## config.mk

```make
export PLATFORM = sky130hd
export DESIGN_NAME = alu_issue_stage
export DESIGN_NICKNAME = d
export VERILOG_FILES = /design/src/rtl/alu_pkg.sv /design/src/rtl/alu_op_decode.sv /design/src/rtl/alu_issue_stage.sv
export SDC_FILE = /design/constraint.sdc
export NUM_CORES = 1
export LEC_CHECK = 0
export ABC_CLOCK_PERIOD_IN_PS = 2100
export CORE_UTILIZATION = 36
export CTS_BUF_LIST = sky130_fd_sc_hd__clkbuf_2 sky130_fd_sc_hd__clkbuf_4 sky130_fd_sc_hd__clkbuf_8
export DETAILED_ROUTE_END_ITERATION = 12
export PLACE_DENSITY_LB_ADDON = 0.1
export SLEW_MARGIN = 20
export SYNTH_ARGS = -nofsm -noshare
export SYNTH_HDL_FRONTEND = slang
export SYNTH_SLANG_ARGS = --single-unit
```

## constraint.sdc

```tcl
create_clock -name clk -period 2.1 [get_ports clk]
set_clock_uncertainty 0.1 [all_clocks]
set_input_delay 0.315 -clock clk [delete_from_list [all_inputs] [get_ports clk]]
set_output_delay 0.315 -clock clk [all_outputs]
set_load 0.03 [all_outputs]
```

## src/rtl/alu_pkg.sv

```systemverilog
// Shared ALU op codes, RV32 opcode/funct7 constants and issue-stage FSM states.
// The ALU itself decodes the same op codes.
package alu_pkg;

  localparam logic [3:0] ALU_ADD = 4'b0000;
  localparam logic [3:0] ALU_SUB = 4'b0001;
  localparam logic [3:0] ALU_MUL = 4'b0010;
  localparam logic [3:0] ALU_DIV = 4'b0011;
  localparam logic [3:0] ALU_REM = 4'b0100;
  localparam logic [3:0] ALU_OR  = 4'b0101;
  localparam logic [3:0] ALU_XOR = 4'b0110;
  localparam logic [3:0] ALU_AND = 4'b0111;
  localparam logic [3:0] ALU_SLL = 4'b1000;
  localparam logic [3:0] ALU_SRL = 4'b1001;
  localparam logic [3:0] ALU_SLT = 4'b1010;
  localparam logic [3:0] ALU_NOP = 4'b1111;

  localparam logic [6:0] OP_R = 7'b0110011;
  localparam logic [6:0] OP_I = 7'b0010011;

  localparam logic [6:0] F7_BASE = 7'b0000000;
  localparam logic [6:0] F7_ALT  = 7'b0100000;
  localparam logic [6:0] F7_MD   = 7'b0000001;

  typedef enum logic [1:0] {
    ST_IDLE = 2'd0,
    ST_EXEC = 2'd1,
    ST_DONE = 2'd2
  } state_e;

  // funct3 map shared by R-type (funct7=0) and I-type
  function automatic logic [3:0] base_op(input logic [2:0] f3);
    case (f3)
      3'b000:  return ALU_ADD;
      3'b001:  return ALU_SLL;
      3'b010:  return ALU_SLT;
      3'b100:  return ALU_XOR;
      3'b101:  return ALU_SRL;
      3'b110:  return ALU_OR;
      3'b111:  return ALU_AND;
      default: return ALU_NOP;
    endcase
  endfunction

  function automatic logic is_md_op(input logic [3:0] op);
    return (op == ALU_MUL) || (op == ALU_DIV) || (op == ALU_REM);
  endfunction

endpackage

```

## src/rtl/alu_op_decode.sv

```systemverilog
// Combinational RV32 ALU instruction decode: opcode/funct3/funct7 to ALU op code.
// Anything unsupported comes out as ALU_NOP with illegal set.
module alu_op_decode
  import alu_pkg::*;
(
  input  logic [6:0] opcode_i,
  input  logic [2:0] funct3_i,
  input  logic [6:0] funct7_i,
  output logic [3:0] alu_op_o,
  output logic       is_md_o,
  output logic       use_imm_o,
  output logic       illegal_o
);

  always_comb begin
    alu_op_o  = ALU_NOP;
    use_imm_o = 1'b0;
    case (opcode_i)
      OP_R: begin
        case (funct7_i)
          F7_BASE: alu_op_o = base_op(funct3_i);
          F7_ALT:  if (funct3_i == 3'b000) alu_op_o = ALU_SUB;
          F7_MD: begin
            case (funct3_i)
              3'b000:  alu_op_o = ALU_MUL;
              3'b100:  alu_op_o = ALU_DIV;
              3'b110:  alu_op_o = ALU_REM;
              default: alu_op_o = ALU_NOP;
            endcase
          end
          default: alu_op_o = ALU_NOP;
        endcase
      end
      OP_I: begin
        use_imm_o = 1'b1;
        // srai shares funct3 with srli; only the funct7=0 shift forms are legal
        if (!((funct3_i == 3'b001) || (funct3_i == 3'b101)) || (funct7_i == F7_BASE))
          alu_op_o = base_op(funct3_i);
      end
      default: alu_op_o = ALU_NOP;
    endcase
  end

  assign illegal_o = (alu_op_o == ALU_NOP);
  assign is_md_o   = is_md_op(alu_op_o);

endmodule

```

## src/rtl/alu_issue_stage.sv

```systemverilog
// Execute-stage front end: forwards, decodes and drives the ALU, waits its latency, holds result.
// Optional ALU_ISSUE_DIV0_TRAP_EN: div/rem by zero finishes in 1 cycle with RISC-V defined result.
module alu_issue_stage
  import alu_pkg::*;
#(
  parameter int MD_LAT = 4,
  parameter int XLEN   = 32
) (
  input  logic            clk,
  input  logic            reset,
  input  logic            in_valid,
  output logic            in_ready,
  input  logic [6:0]      in_opcode,
  input  logic [2:0]      in_funct3,
  input  logic [6:0]      in_funct7,
  input  logic [4:0]      in_rs1,
  input  logic [4:0]      in_rs2,
  input  logic [XLEN-1:0] in_rs1_val,
  input  logic [XLEN-1:0] in_rs2_val,
  input  logic [XLEN-1:0] in_imm,
  input  logic [4:0]      in_rd,
  input  logic            fwd_valid,
  input  logic [4:0]      fwd_rd,
  input  logic [XLEN-1:0] fwd_data,
  output logic [XLEN-1:0] alu_a,
  output logic [XLEN-1:0] alu_b,
  output logic [3:0]      alu_op,
  input  logic [XLEN-1:0] alu_result,
  output logic            out_valid,
  input  logic            out_ready,
  output logic [XLEN-1:0] out_result,
  output logic [4:0]      out_rd,
  output logic            out_illegal
);

  localparam logic [3:0] MD_CNT = 4'(MD_LAT);

  state_e            state_q;
  logic [3:0]        cnt_q;
  logic [XLEN-1:0]   alu_a_q, alu_b_q;
  logic [3:0]        alu_op_q;
  logic [4:0]        rd_q;
  logic              ill_q, div0_q;
  logic              out_valid_q, out_illegal_q;
  logic [XLEN-1:0]   out_result_q;
  logic [4:0]        out_rd_q;

  logic [3:0]        dec_op;
  logic              dec_md, dec_imm, dec_ill;
  logic [XLEN-1:0]   a_d, b_d, rs2_fwd, cap_val;
  logic              shamt_imm, div0_d, accept;
  logic [3:0]        cnt_d;

  alu_op_decode u_dec (
    .opcode_i  (in_opcode),
    .funct3_i  (in_funct3),
    .funct7_i  (in_funct7),
    .alu_op_o  (dec_op),
    .is_md_o   (dec_md),
    .use_imm_o (dec_imm),
    .illegal_o (dec_ill)
  );

  // Forwarding is sampled only in the accept cycle; x0 never forwards
  assign a_d       = (fwd_valid && fwd_rd == in_rs1 && in_rs1 != 5'd0) ? fwd_data : in_rs1_val;
  assign rs2_fwd   = (fwd_valid && fwd_rd == in_rs2 && in_rs2 != 5'd0) ? fwd_data : in_rs2_val;
  assign shamt_imm = (in_funct3 == 3'b001) || (in_funct3 == 3'b101);
  assign b_d       = dec_imm ? (shamt_imm ? {{(XLEN-5){1'b0}}, in_imm[4:0]} : in_imm) : rs2_fwd;

`ifdef ALU_ISSUE_DIV0_TRAP_EN
  assign div0_d = ((dec_op == ALU_DIV) || (dec_op == ALU_REM)) && (b_d == '0);
`else
  assign div0_d = 1'b0;
`endif

  assign cnt_d    = (dec_md && !div0_d) ? MD_CNT : 4'd1;
  assign in_ready = (state_q == ST_IDLE) || ((state_q == ST_DONE) && out_ready);
  assign accept   = in_valid && in_ready;

  always_comb begin
    cap_val = alu_result;
    if (ill_q)       cap_val = '0;
    else if (div0_q) cap_val = (alu_op_q == ALU_DIV) ? '1 : alu_a_q;
  end

  always_ff @(posedge clk) begin
    if (reset) begin
      state_q       <= ST_IDLE;
      cnt_q         <= '0;
      alu_a_q       <= '0;
      alu_b_q       <= '0;
      alu_op_q      <= ALU_NOP;
      rd_q          <= '0;
      ill_q         <= 1'b0;
      div0_q        <= 1'b0;
      out_valid_q   <= 1'b0;
      out_result_q  <= '0;
      out_rd_q      <= '0;
      out_illegal_q <= 1'b0;
    end else begin
      case (state_q)
        ST_IDLE: if (in_valid) state_q <= ST_EXEC;
        ST_EXEC: begin
          cnt_q <= cnt_q - 4'd1;
          if (cnt_q == 4'd1) begin
            out_result_q  <= cap_val;
            out_rd_q      <= rd_q;
            out_illegal_q <= ill_q;
            out_valid_q   <= 1'b1;
            state_q       <= ST_DONE;
          end
        end
        ST_DONE: begin
          if (out_ready) begin
            out_valid_q <= 1'b0;
            state_q     <= in_valid ? ST_EXEC : ST_IDLE;
          end
        end
        default: state_q <= ST_IDLE;
      endcase
      // Accept happens only in IDLE or a draining DONE, never alongside an EXEC decrement
      if (accept) begin
        alu_a_q  <= a_d;
        alu_b_q  <= b_d;
        alu_op_q <= dec_op;
        rd_q     <= in_rd;
        ill_q    <= dec_ill;
        div0_q   <= div0_d;
        cnt_q    <= cnt_d;
      end
    end
  end

  assign alu_a       = alu_a_q;
  assign alu_b       = alu_b_q;
  assign alu_op      = alu_op_q;
  assign out_valid   = out_valid_q;
  assign out_result  = out_result_q;
  assign out_rd      = out_rd_q;
  assign out_illegal = out_illegal_q;

endmodule

```

==> results.yml, run 1 <==
floorplan:
  die_w_um: 127
  core.rowCount: 45
  die_area_sq_um: 16200
  initial_core_util: 0.370
  coreArea_sq_um: 15300
  num_io_pins: 310
  die_h_um: 127
cts:
  cts.sinks: 119
  h-tree-depth: 4
  clk_pin_slew_ns: 0.07
  cts_hold_buf: 0
  cts-root-buf: "clkbuf_8"
  numCtsBuffers: 17
  cts_tree: "done"
  clkLatencyLatePin_ns: 0.44
  cts_buffer_depth: 2
route:
  drc: 0
  route.vias.total: 6152
  antenna_left: 0
  wl_per_cell_um: 17.6
  firstDrtPassIters: 6
  drt_wl_total_um: 20900
  drt-vias-per-instance: 5.19
  drt-initial-drc-count: 276
worst_setup_path:
  critPathMaxFanout: 7
  reg2reg_to: "out_result[4]$_SDFFE_PP0P_"
  cp_data_required_time_ns: 2.32
  r2r_start: "cnt_q[0]$_SDFFE_PP0P_"
  ff2ff_setup_slack_ns: 0.27
  critPathLaunchType: "primary input"
  endpoint_kind: "flop"
  arrival_ns: 2.28
  reg2reg_depth: 7
  path_class: "in2reg"
power_and_ir_drop:
  clockPowerShare: 0.300
  seqPwrFrac: 0.400
  p_int_w: 0.00441
  power_density_nw_per_um2: 646
  p_leak_nw: 3.65
  comb_power_share: 0.300
  swShare: 0.309
  worst_ir_drop_vdd_v: 0.000331
  p_switching_w: 0.00197
  power_w: 0.00638
final_layout:
  fin_area_sq_um: 9880
  drive_gt1_frac: 0.124
  syn_to_final_growth_pct: 75.0
  final_util: 0.647
  finalNetCount: 1167
  antenna_cells: 0
timing:
  hold_viol: 0
  maxSlewHeadroom: 0.706
  setup_viol: 0
  finalCritPeriodShare: 0.980
  finalCriticalPeriod_ns: 2.06
  slew_viol_final: 0
  worst_pin_slew_ns: 0.441
  final.setup.tns_ns: 0
  fmaxAchievable_ghz: 0.486
grt:
  grt_pass1_vias: 6024
  grt_usage: 0.252
  grt_antenna_before_repair: 1
  grt_start_max_net_pins: 55
  grt_remaining_overflow: 0
  grt_pass1_wl_um: 31500
place:
  place_area_sq_um: 9230
  io_buffer_count: 309
  place_hpwl_um: 15200
  gp_congestion: 0.819
yosys:
  synth_cells: 646
  synth_area_sq_um: 5640
  synth_edf_count: 0
  synth_area_per_cell_sq_um: 8.74
  yosys_register_bits: 119
  ys.flop_type: "dfxtp_1"
  synthesis.nets: 850
  synth-seq-area-share: 0.422
  ys_warn_count: 0
  synthArstFlopShare: 0
  synthDistinctLibCells: 51
min_path:
  hold_path_end: "out_rd[2]$_SDFFE_PP0P_"
  hp-start: "reset"
  min_path_cells: 2
  hold_path.class: "in2reg"
outcome:
  run_status: "finished, final reports clean"
run:
  maxCapViolations: 0
==> state kept, by name (all words and copies together) (netlist names) <==
signal and count:
out_result 32, rd_q 5, state_q 2, ill_q 1, out_illegal 1, alu_b 32
cnt_q 4, alu_op 4, out_valid 1, alu_a 32, out_rd 5
==> synthesized netlist by cell type (all sizes together), types with 5 or more instances <==
| cell type | instances | area (sq um) |
|---|---|---|
| nor2 | 120 | 458 |
| dfxtp | 119 | 2380 |
| a21oi | 52 | 260 |
| clkbuf | 45 | 174 |
| mux2i | 43 | 430 |
| nor3 | 36 | 185 |
| a211oi | 33 | 253 |
| nor3b | 33 | 248 |
| nand2 | 28 | 105 |
| a221oi | 27 | 236 |
| mux2 | 27 | 304 |
| buf | 11 | 72.6 |
| a211o | 7 | 61.3 |
| nand3 | 7 | 35.0 |
| xnor2 | 7 | 61.3 |
| inv | 5 | 18.8 |
| nor2b | 5 | 31.3 |
| xor2 | 5 | 43.8 |
==> worst max-delay path, cell delays in order <==
cell	delay (ns)
clkdlybuf4s50_1	0.49
xnor2_1	0.12
nand2_1	0.11
a211oi_4	0.21
buf_12	0.17
clkbuf_16	0.16
mux2_1	0.35
a221oi_2	0.25
nor3_1	0.08
==> area by class of cell <==
type | instances | area [sq um]
Fill cell | 1242 | 5380
Timing Repair Buffer | 354 | 3640
Multi-Input combinational cell | 466 | 3210
Sequential cell | 119 | 2380
Clock buffer | 22 | 284
Tap cell | 211 | 264
Clock inverter | 9 | 77.6
Inverter | 5 | 18.8
==> cells in the final DEF, fill, tap and decap left out, types with 5 or more instances in the layout <==
cell             netlist  layout
nor3_1                35      35
buf_4                  5      32
nor3b_1               33      32
mux2_1                25      23
clkinv_2               0       5
buf_12                 0      12
xor2_1                 5       5
a21oi_1               52      52
a221oi_2               0      23
dlymetal6s2s_1         0       6
dfxtp_1              119     119
nand3_1                7       7
clkdlybuf4s50_1        0     298
a211oi_1              32      32
mux2i_1               43      43
inv_1                  5       5
a211o_1                7       7
clkbuf_8               0      19
nor2_1               117     116
xnor2_1                7       7
nand2_1               28      27
==> how the worst max path moves through the flow <==
stage,cells after the start,startpoint,end
after detailed placement,8,fwd_rd[1],alu_b[31]$_SDFFE_PP0P_
after CTS,9,in_rs2[2],alu_b[20]$_SDFFE_PP0P_
after global placement,8,fwd_rd[1],alu_b[31]$_SDFFE_PP0P_
final,9,fwd_rd[0],alu_b[16]$_SDFFE_PP0P_
after floorplan,7,fwd_rd[1],alu_b[10]$_SDFFE_PP0P_
after global routing,9,fwd_rd[0],alu_b[27]$_SDFFE_PP0P_
==> kinds of logic (layout without fill, tap and decap cells) <==
family,after synthesis,count (layout),share of synthesized area
adder cells (fa/ha/maj),2,2,0.00443
XOR/XNOR,12,12,0.0186
buffers and inverters,61,390,0.0470
AND/OR/NAND/NOR,242,242,0.205
AO/OA/AOI/OAI,140,140,0.172
multiplexers,70,70,0.130
flip-flops,119,119,0.422
==> stage by stage <==
| step | hold WS [ns] | setup slack, ns | instances |
|---|---|---|---|
| floorplan | 0.336 | 0.122 | 646 |
| global placement | 0.343 | -0.504 | 1151 |
| detailed placement | 0.353 | -0.539 | 1151 |
| CTS | 0.185 | 0.0112 | 1184 |
| global route | 0.213 | -0.0118 | 1186 |
| finish | 0.219 | 0.0412 | 1186 |
==> repair_timing <==
item                       4_1_cts  5_1_grt
setup buffers                    1        0
gates cloned                     1        2
setup endpoints to repair       22       53
pin swaps                        1        6
gates resized for setup          7       33
==> power by group through the flow <==
stage          sequential, W  clock [W]  combinational, W
2_1_floorplan        0.00291          0          0.000584
3_3_place_gp         0.00260          0           0.00184
3_5_place_dp         0.00260          0           0.00187
4_1_cts              0.00255    0.00195           0.00188
5_1_grt              0.00258    0.00206           0.00203
6_report             0.00255    0.00191           0.00191
==> routing by layer <==
| metal | vias to the layer above | track usage | part of all wire | routed length [um] |
|---|---|---|---|---|
| met4 | 2 | 0.107 | 0.026 | 551 |
| li1 | 2978 | - | - | - |
| met1 | 2895 | 0.284 | 0.40 | 8380 |
| met3 | 43 | 0.0750 | 0.075 | 1560 |
| met5 | - | 0 | 0.00072 | 15 |
| met2 | 234 | 0.444 | 0.50 | 10400 |
(Power assumes the default switching activity.)
==> run 2: changes to the inputs <==
ABC_AREA = 1   (was unset)
==> run 2 against run 1 <==
Maximum frequency is 5.9% higher. Largest power group unchanged. Setup slack better by 0.11 ns. Power down 1.8%. Non-clock buffer count fell by 1. Highest routed layer is now met4. Worst hold slack improved by 0.095 ns. Critical endpoint is now alu_b[6]. Final cell count up 12%. Sequential share of layout area grew 0.60 points. Sequential power decreased by 2%. Clock power increased by 16%. Global-route usage shrank 0.16 points. First-iteration DRC count up 13%.
==> results.yml, run 2 <==
route:
  drt_wl_total_um: 19900
  drt-vias-per-instance: 4.79
  drt-initial-drc-count: 313
  antenna_left: 0
  route.vias.total: 6334
  firstDrtPassIters: 6
  drc: 0
  wl_per_cell_um: 15.1
timing:
  slew_viol_final: 0
  hold_ws_ns: 0.313
  worst_pin_slew_ns: 0.391
  finalCriticalPeriod_ns: 1.94
  setup_viol: 0
  hold_viol: 0
  finalCritPeriodShare: 0.926
  final.setup.tns_ns: 0
  setup_ws_ns: 0.155
  maxSlewHeadroom: 0.739
  fmaxAchievable_ghz: 0.514
  rsz0062_at_grt: "no"
grt:
  grt_start_max_net_pins: 41
  grt_usage: 0.251
  grt_pass1_wl_um: 31300
  grt_pass1_vias: 6256
  grt_antenna_before_repair: 1
  grt_remaining_overflow: 0
yosys:
  synth_area_sq_um: 5650
  synth_commonest_cells: "nand2_1, dfxtp_1, o21ai_0"
  yosys-top-cells-area: "dfxtp_1, o21ai_0, nand2_1"
  yosys.area.top_type: "dfxtp_1"
  ys.flop_type: "dfxtp_1"
  synth_most_common_cell: "nand2_1"
  synth-seq-area-share: 0.421
  synth_top_area_frac: 0.421
  synthesis.nets: 975
  synth_edf_count: 0
  synthArstFlopShare: 0
  synth_area_per_cell_sq_um: 7.33
  synthDistinctLibCells: 37
  synth_cells: 771
  ys_warn_count: 0
  yosys_register_bits: 119
worst_setup_path:
  arrival_ns: 1.53
  path_delay_family: "buffers and inverters"
  cp_data_required_time_ns: 1.68
  worstPathCellList: "clkdlybuf4s50_1"
  path_buf_inv: 1
  max_stage_delay_ns: 0.73
  endpoint_kind: "output port"
  critPathMaxFanout: 2
  cpMaxStageDelayCell: "clkdlybuf4s50_1"
  critPathLaunchType: "flop"
  path_class: "reg2out"
place:
  gp_congestion: 0.838
  place_hpwl_um: 14800
  pre_cts_ws_ns: -0.124
  io_buffer_count: 309
floorplan:
  initial_core_util: 0.371
  coreArea_sq_um: 15300
  num_io_pins: 310
  die_area_sq_um: 16200
  core.rowCount: 45
  die_w_um: 127
  die_h_um: 127
final_layout:
  finalNetCount: 1302
  fillCellCount: 1363
  mostFrequentLayoutCells: "clkdlybuf4s50_1, nand2_1, dfxtp_1"
  drive_gt1_frac: 0.0981
  mostFrequentLayoutCell: "clkdlybuf4s50_1"
  syn_to_final_growth_pct: 70.5
cts:
  h-tree-depth: 4
  cts.sinks: 119
  clk_pin_slew_ns: 0.09
  numCtsBuffers: 17
  post_cts_resized: 0
  cts_tree: "done"
  cts_buffer_depth: 2
  clkLatencyLatePin_ns: 0.45
  post_cts_buffers: 0
  cts-root-buf: "clkbuf_8"
  cts_hold_buf: 0
power_and_ir_drop:
  power_density_nw_per_um2: 650
  worst_ir_drop_vdd_v: 0.000429
  p_leak_nw: 3.80
outcome:
  run_status: "finished, final reports clean"
min_path:
  hold_path.class: "in2reg"
run:
  maxCapViolations: 0
[run 2: cell type report]
class                   instances  area [sq um]  area share
clock inverters                15           184      0.0191
repair buffers                353          3530       0.367
clock buffers                  17           234      0.0243
diodes                          1          2.50    0.000260
multi-input cells             544          2800       0.291
inverters                      63           238      0.0247
flip-flops and latches        119          2380       0.247
well taps                     211           264      0.0274
[run 2: stage by stage]
step | power, W | utilization | area [sq um] | cells
after floorplan | 0.00324 | - | 5650 | 771
after global placement | 0.00409 | 0.604 | 9220 | 1290
after detailed placement | 0.00410 | 0.604 | 9220 | 1290
after CTS | 0.00632 | 0.631 | 9640 | 1322
after global routing | 0.00657 | 0.632 | 9640 | 1323
final | 0.00626 | 0.632 | 9640 | 1323
[run 2: kinds of logic after synthesis]
family	after synthesis	share of synthesized area
simple gates	299	0.227
compound gates	237	0.254
flops	119	0.421
buf+inv	108	0.0843
xor+xnor	6	0.00930
fa+ha+maj	2	0.00443
[run 2: path summary, 6_finish.rpt]
check                                             start                          end  slack [ns]  depth (start not counted)
worst max-delay path              alu_b[6]$_SDFFE_PP0P_                     alu_b[6]        0.16                          1
worst min-delay path                     alu_result[31]  out_result[31]$_SDFFE_PP0P_        0.31                          3
worst max register to register  state_q[1]$_SDFFE_PP0P_        alu_a[2]$_SDFFE_PP0P_        0.52                          6
worst min register to register    alu_a[1]$_SDFFE_PP0P_        alu_a[1]$_SDFFE_PP0P_        0.36                          2
[run 2: routing by layer]
| layer | GRT usage | routed length [um] | vias up |
|---|---|---|---|
| met3 | 0.0871 | 1750 | 40 |
| met2 | 0.429 | 9680 | 220 |
| met1 | 0.278 | 7910 | 2832 |
| li1 | - | - | 3242 |
| met4 | 0.120 | 592 | 0 |
| met5 | 0 | 0 | - |
[run 2: report_power, final]
part | internal [W] | switching (W)
combinational | 0.000788 | 0.000766
sequential | 0.00241 | 0.0000843
clock | 0.00111 | 0.00111
total | 0.00430 | 0.00196
==> run 3: changes to the inputs <==
RECOVER_POWER = 25   (was unset)
==> run 3 against run 2 <==
First-iteration DRC count grew 2.9%. Register-to-register slack got worse by 0.26 ns. Final cell count unchanged. Power is 0.24% lower. Utilization down 0.37 points. Clock-buffer cell count is the same. Critical path type unchanged. Non-clock buffer count is the same. Maximum frequency is 0.28% lower. Sequential power hardly changed. Worst hold slack got worse by 0.0019 ns. Cell area is 0.58% lower. Global-route usage stayed put.
==> results.yml, run 3 (synthesized netlist as in run 2, its figures left out) <==
floorplan:
  die_area_sq_um: 16200
  num_io_pins: 310
  core.rowCount: 45
  die_w_um: 127
  initial_core_util: 0.371
  coreArea_sq_um: 15300
  die_h_um: 127
place:
  gp_congestion: 0.838
  io_buffer_count: 309
  place_area_sq_um: 9220
  pre_cts_ws_ns: -0.124
  place_hpwl_um: 14800
worst_setup_path:
  path_buf_inv: 1
  worstSetupEndpoint: "alu_b[6]"
  cp_data_required_time_ns: 1.68
  max_stage_delay_ns: 0.74
  crit_start: "alu_b[6]$_SDFFE_PP0P_"
  critPathMaxFanout: 2
  path_class: "reg2out"
  path_delay_family: "buffers and inverters"
  ff2ff_setup_slack_ns: 0.26
  critPathLaunchType: "flop"
  worstPathCellList: "clkdlybuf4s50_1"
  endpoint_kind: "output port"
  reg2reg_depth: 9
  arrival_ns: 1.54
  cpMaxStageDelayCell: "clkdlybuf4s50_1"
  cp.depth: 1
  r2r_start: "cnt_q[1]$_SDFFE_PP0P_"
  reg2reg_to: "out_result[18]$_SDFFE_PP0P_"
grt:
  grt_start_max_net_pins: 41
  grt_pass1_vias: 6256
  top_usage_layer: "met2"
  grt_use_met2: 0.429
  use_met1: 0.278
  grt_pass1_wl_um: 31300
  grt_antenna_before_repair: 1
  met3_usage: 0.0871
  grt_remaining_overflow: 0
  grt_usage: 0.251
outcome:
  run_status: "finished, final reports clean"
timing:
  worst_pin_slew_ns: 0.581
  finalCritPeriodShare: 0.929
  rsz0062_at_grt: "no"
  setup_viol: 0
  setup_ws_ns: 0.150
  maxSlewHeadroom: 0.613
  slew_viol_final: 0
  hold_viol: 0
  hold_ws_ns: 0.311
  finalCriticalPeriod_ns: 1.95
  final.setup.tns_ns: 0
  fmaxAchievable_ghz: 0.513
min_path:
  hp-start: "alu_result[31]"
  hold_path.class: "in2reg"
final_layout:
  finalNetCount: 1302
  mostFrequentLayoutCells: "clkdlybuf4s50_1, nand2_1, dfxtp_1"
  mostFrequentLayoutCell: "clkdlybuf4s50_1"
  fin_area_sq_um: 9580
  drive_gt1_frac: 0.0909
  syn_to_final_growth_pct: 69.5
cts:
  cts_buffer_depth: 2
  cts_hold_buf: 0
  h-tree-depth: 4
  numCtsBuffers: 17
  post_cts_buffers: 0
  cts-root-buf: "clkbuf_8"
  post_cts_resized: 0
  clk_pin_slew_ns: 0.09
  cts_tree: "done"
  cts.sinks: 119
  clkLatencyLatePin_ns: 0.45
route:
  drt-initial-drc-count: 322
  wl_per_cell_um: 15.0
  drt_wl_total_um: 19900
  antenna_left: 0
  firstDrtPassIters: 4
  drt-vias-per-instance: 4.81
  route.vias.total: 6360
  drc: 0
power_and_ir_drop:
  power_density_nw_per_um2: 652
  p_leak_nw: 3.78
  worst_ir_drop_vdd_v: 0.000431
run:
  maxCapViolations: 0
-- run 3: changes by cell type in the layout (fill, tap and decap cells not counted), sizes merged --
cell,delta
buf,-5
clkbuf,+5
clkdlybuf4s50,-2
dlygate4sd3,+2
-- run 3: metrics by stage --
step                instances  utilization  power (W)
floorplan                 771            -    0.00324
global placement         1290        0.604    0.00409
detailed placement       1290        0.604    0.00410
CTS                      1322        0.631    0.00632
global route             1323        0.628    0.00656
finish                   1323        0.628    0.00625
-- run 3: worst min-delay path by stage --
| stage | endpoint | slack [ns] | cells after the start |
|---|---|---|---|
| 5_1_grt | out_result[31]$_SDFFE_PP0P_ | 0.31 | 3 |
| 2_1_floorplan | out_rd[1]$_SDFFE_PP0P_ | 0.32 | 2 |
| 4_1_cts | out_result[31]$_SDFFE_PP0P_ | 0.29 | 3 |
| 6_report | out_result[31]$_SDFFE_PP0P_ | 0.31 | 3 |
| 3_3_place_gp | alu_a[9]$_SDFFE_PP0P_ | 0.34 | 2 |
| 3_5_place_dp | alu_a[9]$_SDFFE_PP0P_ | 0.35 | 2 |
-- run 3: report_power, final --
part / total (W) / switching, W / internal [W]
Sequential: 0.00249 / 0.0000824 / 0.00241
Clock: 0.00222 / 0.00111 / 0.00111
Combinational: 0.00153 / 0.000761 / 0.000773
Total: 0.00625 / 0.00196 / 0.00429
-- run 3: area by class of cell --
cell class              count  area (sq um)
well taps                 211           264
multi-input cells         544          2790
fillers                  1370          5680
flip-flops and latches    119          2380
diodes                      1          2.50
clock inverters            15           184
repair buffers            353          3490
clock buffers              17           234
inverters                  63           238
-- run 3: layer usage --
metal	share of wire	wire length, um	vias up
met5	0	0	-
met4	0.034	667	0
met3	0.088	1750	44
met2	0.49	9660	224
met1	0.39	7810	2849
li1	-	-	3243
